File: config.mk
export PLATFORM = sky130hd
export DESIGN_NAME = cdda_serial_tx
export DESIGN_NICKNAME = d
export VERILOG_FILES = /design/src/rtl/cdda_pkg.sv /design/src/rtl/cdda_sample_fifo.sv /design/src/rtl/cdda_serial_tx.sv
export SDC_FILE = /design/constraint.sdc
export NUM_CORES = 1
export LEC_CHECK = 0
export ABC_CLOCK_PERIOD_IN_PS = 1800
export CAP_MARGIN = 20
export CORE_ASPECT_RATIO = 0.5
export CORE_MARGIN = 4
export CORE_UTILIZATION = 45
export DETAILED_ROUTE_END_ITERATION = 7
export DONT_BUFFER_PORTS = 1
export HOLD_SLACK_MARGIN = 0.02
export SYNTH_ARGS = -nofsm -noshare
export SYNTH_HDL_FRONTEND = slang
export SYNTH_HIERARCHICAL = 1
export SYNTH_SLANG_ARGS = --single-unit
export TNS_END_PERCENT = 10
File: constraint.sdc
create_clock -name i_gclk -period 1.8 [get_ports i_gclk]
set_input_delay 0.36 -clock i_gclk [delete_from_list [all_inputs] [get_ports i_gclk]]
set_output_delay 0.36 -clock i_gclk [all_outputs]
set_load 0.1 [all_outputs]
File: src/rtl/cdda_pkg.sv
// Shared constants and types for the Dreamcast CDDA serial transmitter.
package cdda_pkg;

   // Frame geometry: 64 SCK bits per stereo frame, 32 per channel slot,
   // 16 data bits right-justified at the end of each slot.
   localparam int unsigned FRAME_BITS = 64;
   localparam int unsigned SLOT_BITS  = 32;
   localparam int unsigned DATA_BITS  = 16;

   // LRCK level during the left-channel slot.
   localparam logic LRCK_LEFT = 1'b1;

   typedef struct packed {
      logic [DATA_BITS-1:0] left;
      logic [DATA_BITS-1:0] right;
   } sample_pair_t;

endpackage

File: src/rtl/cdda_sample_fifo.sv
// Synchronous sample-pair FIFO for the CDDA transmitter (CDCLK domain only).
// Only instantiated when CDDA_TX_FIFO_EN is defined. A push against a full
// FIFO is accepted when a pop happens in the same cycle.
module cdda_sample_fifo
   import cdda_pkg::*;
#(
   parameter int unsigned DEPTH = 4
) (
   input  logic         i_gclk,
   input  logic         i_grst_n,
   input  logic         i_push,
   input  sample_pair_t i_data,
   input  logic         i_pop,
   output sample_pair_t o_data,
   output logic         o_full,
   output logic         o_empty
);

   localparam int unsigned AW = (DEPTH > 2) ? $clog2(DEPTH) : 1;

   sample_pair_t r_mem [DEPTH];
   logic [AW:0]  r_wr;
   logic [AW:0]  r_rd;
   logic         w_full;
   logic         w_empty;
   logic         w_wr_en;
   logic         w_rd_en;

   // Extra pointer MSB distinguishes full from empty when indices match.
   assign w_full  = (r_wr[AW] != r_rd[AW]) && (r_wr[AW-1:0] == r_rd[AW-1:0]);
   assign w_empty = (r_wr == r_rd);
   assign w_rd_en = i_pop && !w_empty;
   assign w_wr_en = i_push && (!w_full || w_rd_en);

   // Storage array; no reset needed, pointers guard validity.
   always_ff @(posedge i_gclk) begin
      if (w_wr_en) r_mem[r_wr[AW-1:0]] <= i_data;
   end

   // Read/write pointers.
   always_ff @(posedge i_gclk or negedge i_grst_n) begin
      if (!i_grst_n) begin
         r_wr <= '0;
         r_rd <= '0;
      end else begin
         if (w_wr_en) r_wr <= r_wr + (AW+1)'(1);
         if (w_rd_en) r_rd <= r_rd + (AW+1)'(1);
      end
   end

   assign o_data  = r_mem[r_rd[AW-1:0]];
   assign o_full  = w_full;
   assign o_empty = w_empty;

endmodule

File: src/rtl/cdda_serial_tx.sv
// CDDA serializer toward the Dreamcast G1 audio receiver. Runs on CDCLK
// (384*fs); produces SCK = CDCLK/SCK_DIV, 64-bit frames with LRCK high for
// the left slot and 16-bit data right-justified, MSB first. Outputs change
// on SCK falling edges only. Optional macro CDDA_TX_FIFO_EN replaces the
// single holding register with a FIFO_DEPTH-entry FIFO.
module cdda_serial_tx
   import cdda_pkg::*;
#(
   parameter int unsigned SCK_DIV    = 6,
   parameter int unsigned FIFO_DEPTH = 4
) (
   input  logic        i_gclk,
   input  logic        i_grst_n,
   input  logic        i_tx_en,
   input  logic        i_emph_in,
   input  logic        i_s_valid,
   output logic        o_s_ready,
   input  logic [15:0] i_s_left,
   input  logic [15:0] i_s_right,
   output logic        o_underrun,
   input  logic        i_clr_underrun,
   output logic        o_dc_sck,
   output logic        o_dc_sdat,
   output logic        o_dc_lrck,
   output logic        o_dc_emph
);

   localparam int unsigned DW       = (SCK_DIV > 2) ? $clog2(SCK_DIV) : 1;
   localparam logic [DW-1:0] DIV_LAST = DW'(SCK_DIV - 1);
   // Divider value one cycle before it reaches SCK_DIV/2.
   localparam logic [DW-1:0] DIV_PREH = DW'(SCK_DIV/2 - 1);
   localparam logic [5:0] BIT_LAST = 6'(FRAME_BITS - 1);
   localparam logic [4:0] P_DATA   = 5'(SLOT_BITS - DATA_BITS);

   localparam logic [0:0] ST_IDLE = 1'b0;
   localparam logic [0:0] ST_RUN  = 1'b1;

   if ((SCK_DIV < 2) || (SCK_DIV % 2 != 0) || (FIFO_DEPTH < 2)) begin : g_bad_param
      $error("cdda_serial_tx: SCK_DIV must be even >= 2, FIFO_DEPTH >= 2");
   end

   logic [0:0]   r_state;
   logic [DW-1:0] r_div;
   logic [5:0]   r_bit;
   logic [31:0]  r_shift;
   logic         r_sck;
   logic         r_sdat;
   logic         r_lrck;
   logic         r_emph;
   logic         r_underrun;

   logic         w_run;
   logic         w_rise;
   logic         w_fall;
   logic         w_frame_end;
   logic         w_load;
   logic         w_park;
   logic [5:0]   w_bit_nxt;
   logic         w_push;
   logic         w_pop;
   logic         w_ready;
   logic         w_buf_empty;
   sample_pair_t w_buf_data;
   sample_pair_t w_in_pair;

   // Enabling takes effect in the same cycle so a start from reset puts the
   // first falling edge (frame load) at cycle SCK_DIV/2 + SCK_DIV.
   assign w_run       = (r_state == ST_RUN) || i_tx_en;
   assign w_rise      = w_run && (r_div == DIV_LAST);
   // The first half-way point after (re)start is skipped because SCK has
   // not risen yet.
   assign w_fall      = w_run && r_sck && (r_div == DIV_PREH);
   assign w_frame_end = w_fall && (r_bit == BIT_LAST);
   assign w_load      = w_frame_end && i_tx_en;
   assign w_park      = w_frame_end && !i_tx_en;
   assign w_bit_nxt   = r_bit + 6'd1;
   assign w_pop       = w_load && !w_buf_empty;
   assign w_push      = i_s_valid && w_ready;
   assign w_in_pair   = '{left: i_s_left, right: i_s_right};

   // Divider, SCK generation, bit counter and serial output registers.
   always_ff @(posedge i_gclk or negedge i_grst_n) begin
      if (!i_grst_n) begin
         r_state <= ST_IDLE;
         r_div   <= '0;
         r_bit   <= BIT_LAST;
         r_shift <= '0;
         r_sck   <= 1'b0;
         r_sdat  <= 1'b0;
         r_lrck  <= 1'b0;
         r_emph  <= 1'b0;
      end else if (w_park) begin
         // Frame finished with TX disabled: back to the reset picture.
         r_state <= ST_IDLE;
         r_div   <= '0;
         r_bit   <= BIT_LAST;
         r_shift <= '0;
         r_sck   <= 1'b0;
         r_sdat  <= 1'b0;
         r_lrck  <= 1'b0;
         r_emph  <= 1'b0;
      end else if (w_run) begin
         r_state <= ST_RUN;
         r_div   <= (r_div == DIV_LAST) ? '0 : r_div + DW'(1);
         if (w_rise) r_sck <= 1'b1;
         if (w_fall) begin
            r_sck  <= 1'b0;
            r_bit  <= w_bit_nxt;
            r_lrck <= w_bit_nxt[5] ? ~LRCK_LEFT : LRCK_LEFT;
            if (w_load) begin
               // Empty buffer: this frame shifts zeros.
               r_shift <= w_buf_empty ? '0 : w_buf_data;
               r_sdat  <= 1'b0;
               r_emph  <= i_emph_in;
            end else if (w_bit_nxt[4:0] >= P_DATA) begin
               r_sdat  <= r_shift[31];
               r_shift <= {r_shift[30:0], 1'b0};
            end else begin
               r_sdat  <= 1'b0;
            end
         end
      end
   end

   // Sticky underrun flag; a new underrun beats a simultaneous clear.
   always_ff @(posedge i_gclk or negedge i_grst_n) begin
      if (!i_grst_n)                 r_underrun <= 1'b0;
      else if (w_load && w_buf_empty) r_underrun <= 1'b1;
      else if (i_clr_underrun)        r_underrun <= 1'b0;
   end

`ifdef CDDA_TX_FIFO_EN
   logic w_fifo_full;

   cdda_sample_fifo #(
      .DEPTH (FIFO_DEPTH)
   ) u_fifo (
      .i_gclk   (i_gclk),
      .i_grst_n (i_grst_n),
      .i_push   (w_push),
      .i_data   (w_in_pair),
      .i_pop    (w_pop),
      .o_data   (w_buf_data),
      .o_full   (w_fifo_full),
      .o_empty  (w_buf_empty)
   );

   assign w_ready = !w_fifo_full;
`else
   sample_pair_t r_hold;
   logic         r_full;

   // Single holding register; a same-cycle push and pop leaves it full.
   always_ff @(posedge i_gclk or negedge i_grst_n) begin
      if (!i_grst_n) begin
         r_hold <= '0;
         r_full <= 1'b0;
      end else begin
         if (w_push) r_hold <= w_in_pair;
         r_full <= w_push || (r_full && !w_pop);
      end
   end

   assign w_ready     = !r_full;
   assign w_buf_empty = !r_full;
   assign w_buf_data  = r_hold;
`endif

   assign o_s_ready  = w_ready;
   assign o_underrun = r_underrun;
   assign o_dc_sck   = r_sck;
   assign o_dc_sdat  = r_sdat;
   assign o_dc_lrck  = r_lrck;
   assign o_dc_emph  = r_emph;

endmodule

==> run metrics <==
crit-path cells=nand2b_4 > or4b_4 > buf_4 > or2_1 > xnor2_1 > nand2_1; R2R setup slack=0.02 ns; GPL Wtd Cong=about 0.76; Tmin final=about 1.8 ns; leakage=a little over 2 nW; RSZ-0062 raised after global routing=yes; Fin Hold WS=-0.278 ns; Bufs and invs on worst path=1; Hold/Removal Path Class=in2async; maximum VDD drop=~650 µV; Highest Clock Rate=about 560 MHz; Max H-tree Level=3; CP endpoint=r_bit[4]; Data required, critical path=~2 ns; mapped cell area=between 0.003 and 0.004 mm²; Clock Tree Root=clkbuf_16; Relative slew margins=roughly three quarters; # port buffers=0; top_reg_cell synth=dfrtp_1; FF-to-FF path depth=6; top-count cell post-synth=dfrtp_1; CORE AREA=between 0.008 and 0.009 mm²; most frequent cells after synthesis=dfrtp_1 (74), mux2_2 (33), and2_1 (31), mux2i_1 (31), o2bb2ai_2 (30); detailed placer's ending HPWL=~4500 µm; final setup skew=0.00279 ns; Clock transition at path regs=roughly 0.06 ns; number of synthesized register bits=80; cell taking the most area after synthesis=dfrtp_1; crit-path max FO=4; WL per Instance=between 15 and 20 µm; via/cell ratio=around 5.3; Finish-stage setup viols=0; violated checks=hold timing; initial drt markers=between 100 and 150; logic depth of the worst setup path including buffers=6; critical path class=reg2reg; worst setup path start=r_div[2]; post-synth top area share=47.2%; drt first pass iters=4; vias in the first global route=roughly 2500; Site Rows=23; layout cells sized above 1=41.8%; startpoint type of the worst setup path=flip-flop; Power Density=1250 mW/mm²; Num CTS Buffers=9; CTS Buffer Depth=2; Post-Syn Instances=between 200 and 300; Final nets=350; grt ovf=0; Mapped Nets=about 330; DRC=0; final setup TNS=0 ns; Slew @ Worst Pin=roughly 0.37 ns; first-pass GRT wire length=between 10000 and 15000 µm; CTS tree=done; Worst Setup End Kind=flip-flop; family with the most delay on the worst path=simple AND/OR/NAND/NOR gates; DR vias=between 2000 and 2500; synth unique cells=38; Hold Vio Cnt, Final=80; Reg-to-Reg Start=r_div[2]; synthesis warning total=6; CTS sink cnt=80; Worst EP arrival=a little over 2 ns; clk_lat worst skew=0.33 ns; Final Util=between 50% and 60%; FF-to-FF End=r_bit[4]; Tot Pwr=approximately 5.7 mW; final max-slew violation count=0; Max-Cap Viols=0; sequential area share after synthesis=between 50% and 60%; CP max stage cell=or4b_4; I/O pins=44; status=complete, but fails checks; chip width=140 µm; Tcrit/Tclk final=between 90% and 100%; antenna viol nets, final=0; Synth area leaders=dfrtp_1 (47%), o2bb2ai_2 (11%), mux2_2 (9.5%); ys async rst share=100%; Initial Util=47.7%; initial antenna violation count=3; final WL=about 7000 µm; Area Growth Syn to Fin=16.7%; full die area=about 0.010 mm²; die span in y=between 70 and 80 µm; GRT Util Overall=between 15 and 20%; crit-path max cell delay=0.53 ns; syn_area_per_cell=between 10 and 15 µm²; EDFF count, synth=0; largest net degree at the start of global routing=~80
routing by layer:
layer | track usage, % | wire [µm] | vias to the layer above
met5 | 0 | 21 | -
met4 | 5.80 | 104 | 4
met3 | 5.91 | 354 | 14
met2 | 24.3 | 3290 | 29
met1 | 19.0 | 3260 | 1158
li1 | - | - | 1084
cells by family after synthesis:
group / synth area share (%)
and+or+nand+nor: 11.0
muxes: 17.4
buffers and inverters: 4.21
DFF: 51.2
xor gates and xnor gates: 1.12
adders and majority gates: 0.319
AOI/OAI and AO/OA: 14.8
metrics by stage:
stage	cells	cell area [µm²]	hold WS [ns]	worst slack, ns
3_3_place_gp	407	4190	0.0672	-0.0309
6_report	429	4580	-0.278	0.0176
2_1_floorplan	289	3930	0.0644	-0.0757
4_1_cts	427	4540	-0.293	-0.0152
5_1_grt	429	4580	-0.300	-0.0429
3_5_place_dp	407	4190	0.0669	-0.0977
layout make-up:
class / instances / area, µm²
fill: 697 / 3650
inverter: 3 / 11.3
tap: 112 / 140
multi-input combinational: 187 / 1810
timing repair buffer: 30 / 304
antenna: 1 / 2.50
clock inverter: 2 / 37.5
clock buffer: 14 / 264
sequential: 80 / 2010
registers in the layout, summed over array words and instances, names as in the netlist:
signal,flops
r_hold,32
r_state,1
r_div,3
o_dc_sdat,1
r_full,1
o_dc_emph,1
o_underrun,1
r_shift,32
o_dc_sck,1
r_bit,6
o_dc_lrck,1
how the worst min path moves through the flow:
stage / startpoint / endpoint / slack (ns) / cells past startpoint
6_report: i_grst_n / o_dc_sdat / -0.28 / 0
3_5_place_dp: i_grst_n / o_dc_sdat / 0.07 / 0
5_1_grt: i_grst_n / o_dc_sdat / -0.30 / 0
3_3_place_gp: i_grst_n / o_dc_sdat / 0.07 / 0
2_1_floorplan: i_grst_n / o_dc_emph / 0.06 / 0
4_1_cts: i_grst_n / o_dc_emph / -0.29 / 0
report_power, final:
part	total [mW]	switching, mW	internal, mW
Clock	1.84	0.685	1.15
Sequential	2.39	0.191	2.20
Combinational	1.51	0.767	0.745
Total	5.74	1.64	4.10
what timing repair did:
item                                    CTS  global route
buffers inserted                          4             1
cloned                                    0             0
endpoints found under the setup margin   40            38
hold endpoints to repair                 80            80
pin swaps                                 1             6
gates resized for setup                   5             8
placed cells by master (no fill, tap or decap), drive strengths merged, types with 3 or more instances in the layout:
cell and instances:
dfstp 6, buf 30, mux2i 31, nand2 16
a21o 3, nand3 4, a21oi 4, and3 5
o2bb2ai 32, and2 31, inv 3, mux2 33
dfrtp 74, o21ai 7, xnor2 3, clkbuf 14
(Power assumes the default switching activity.)
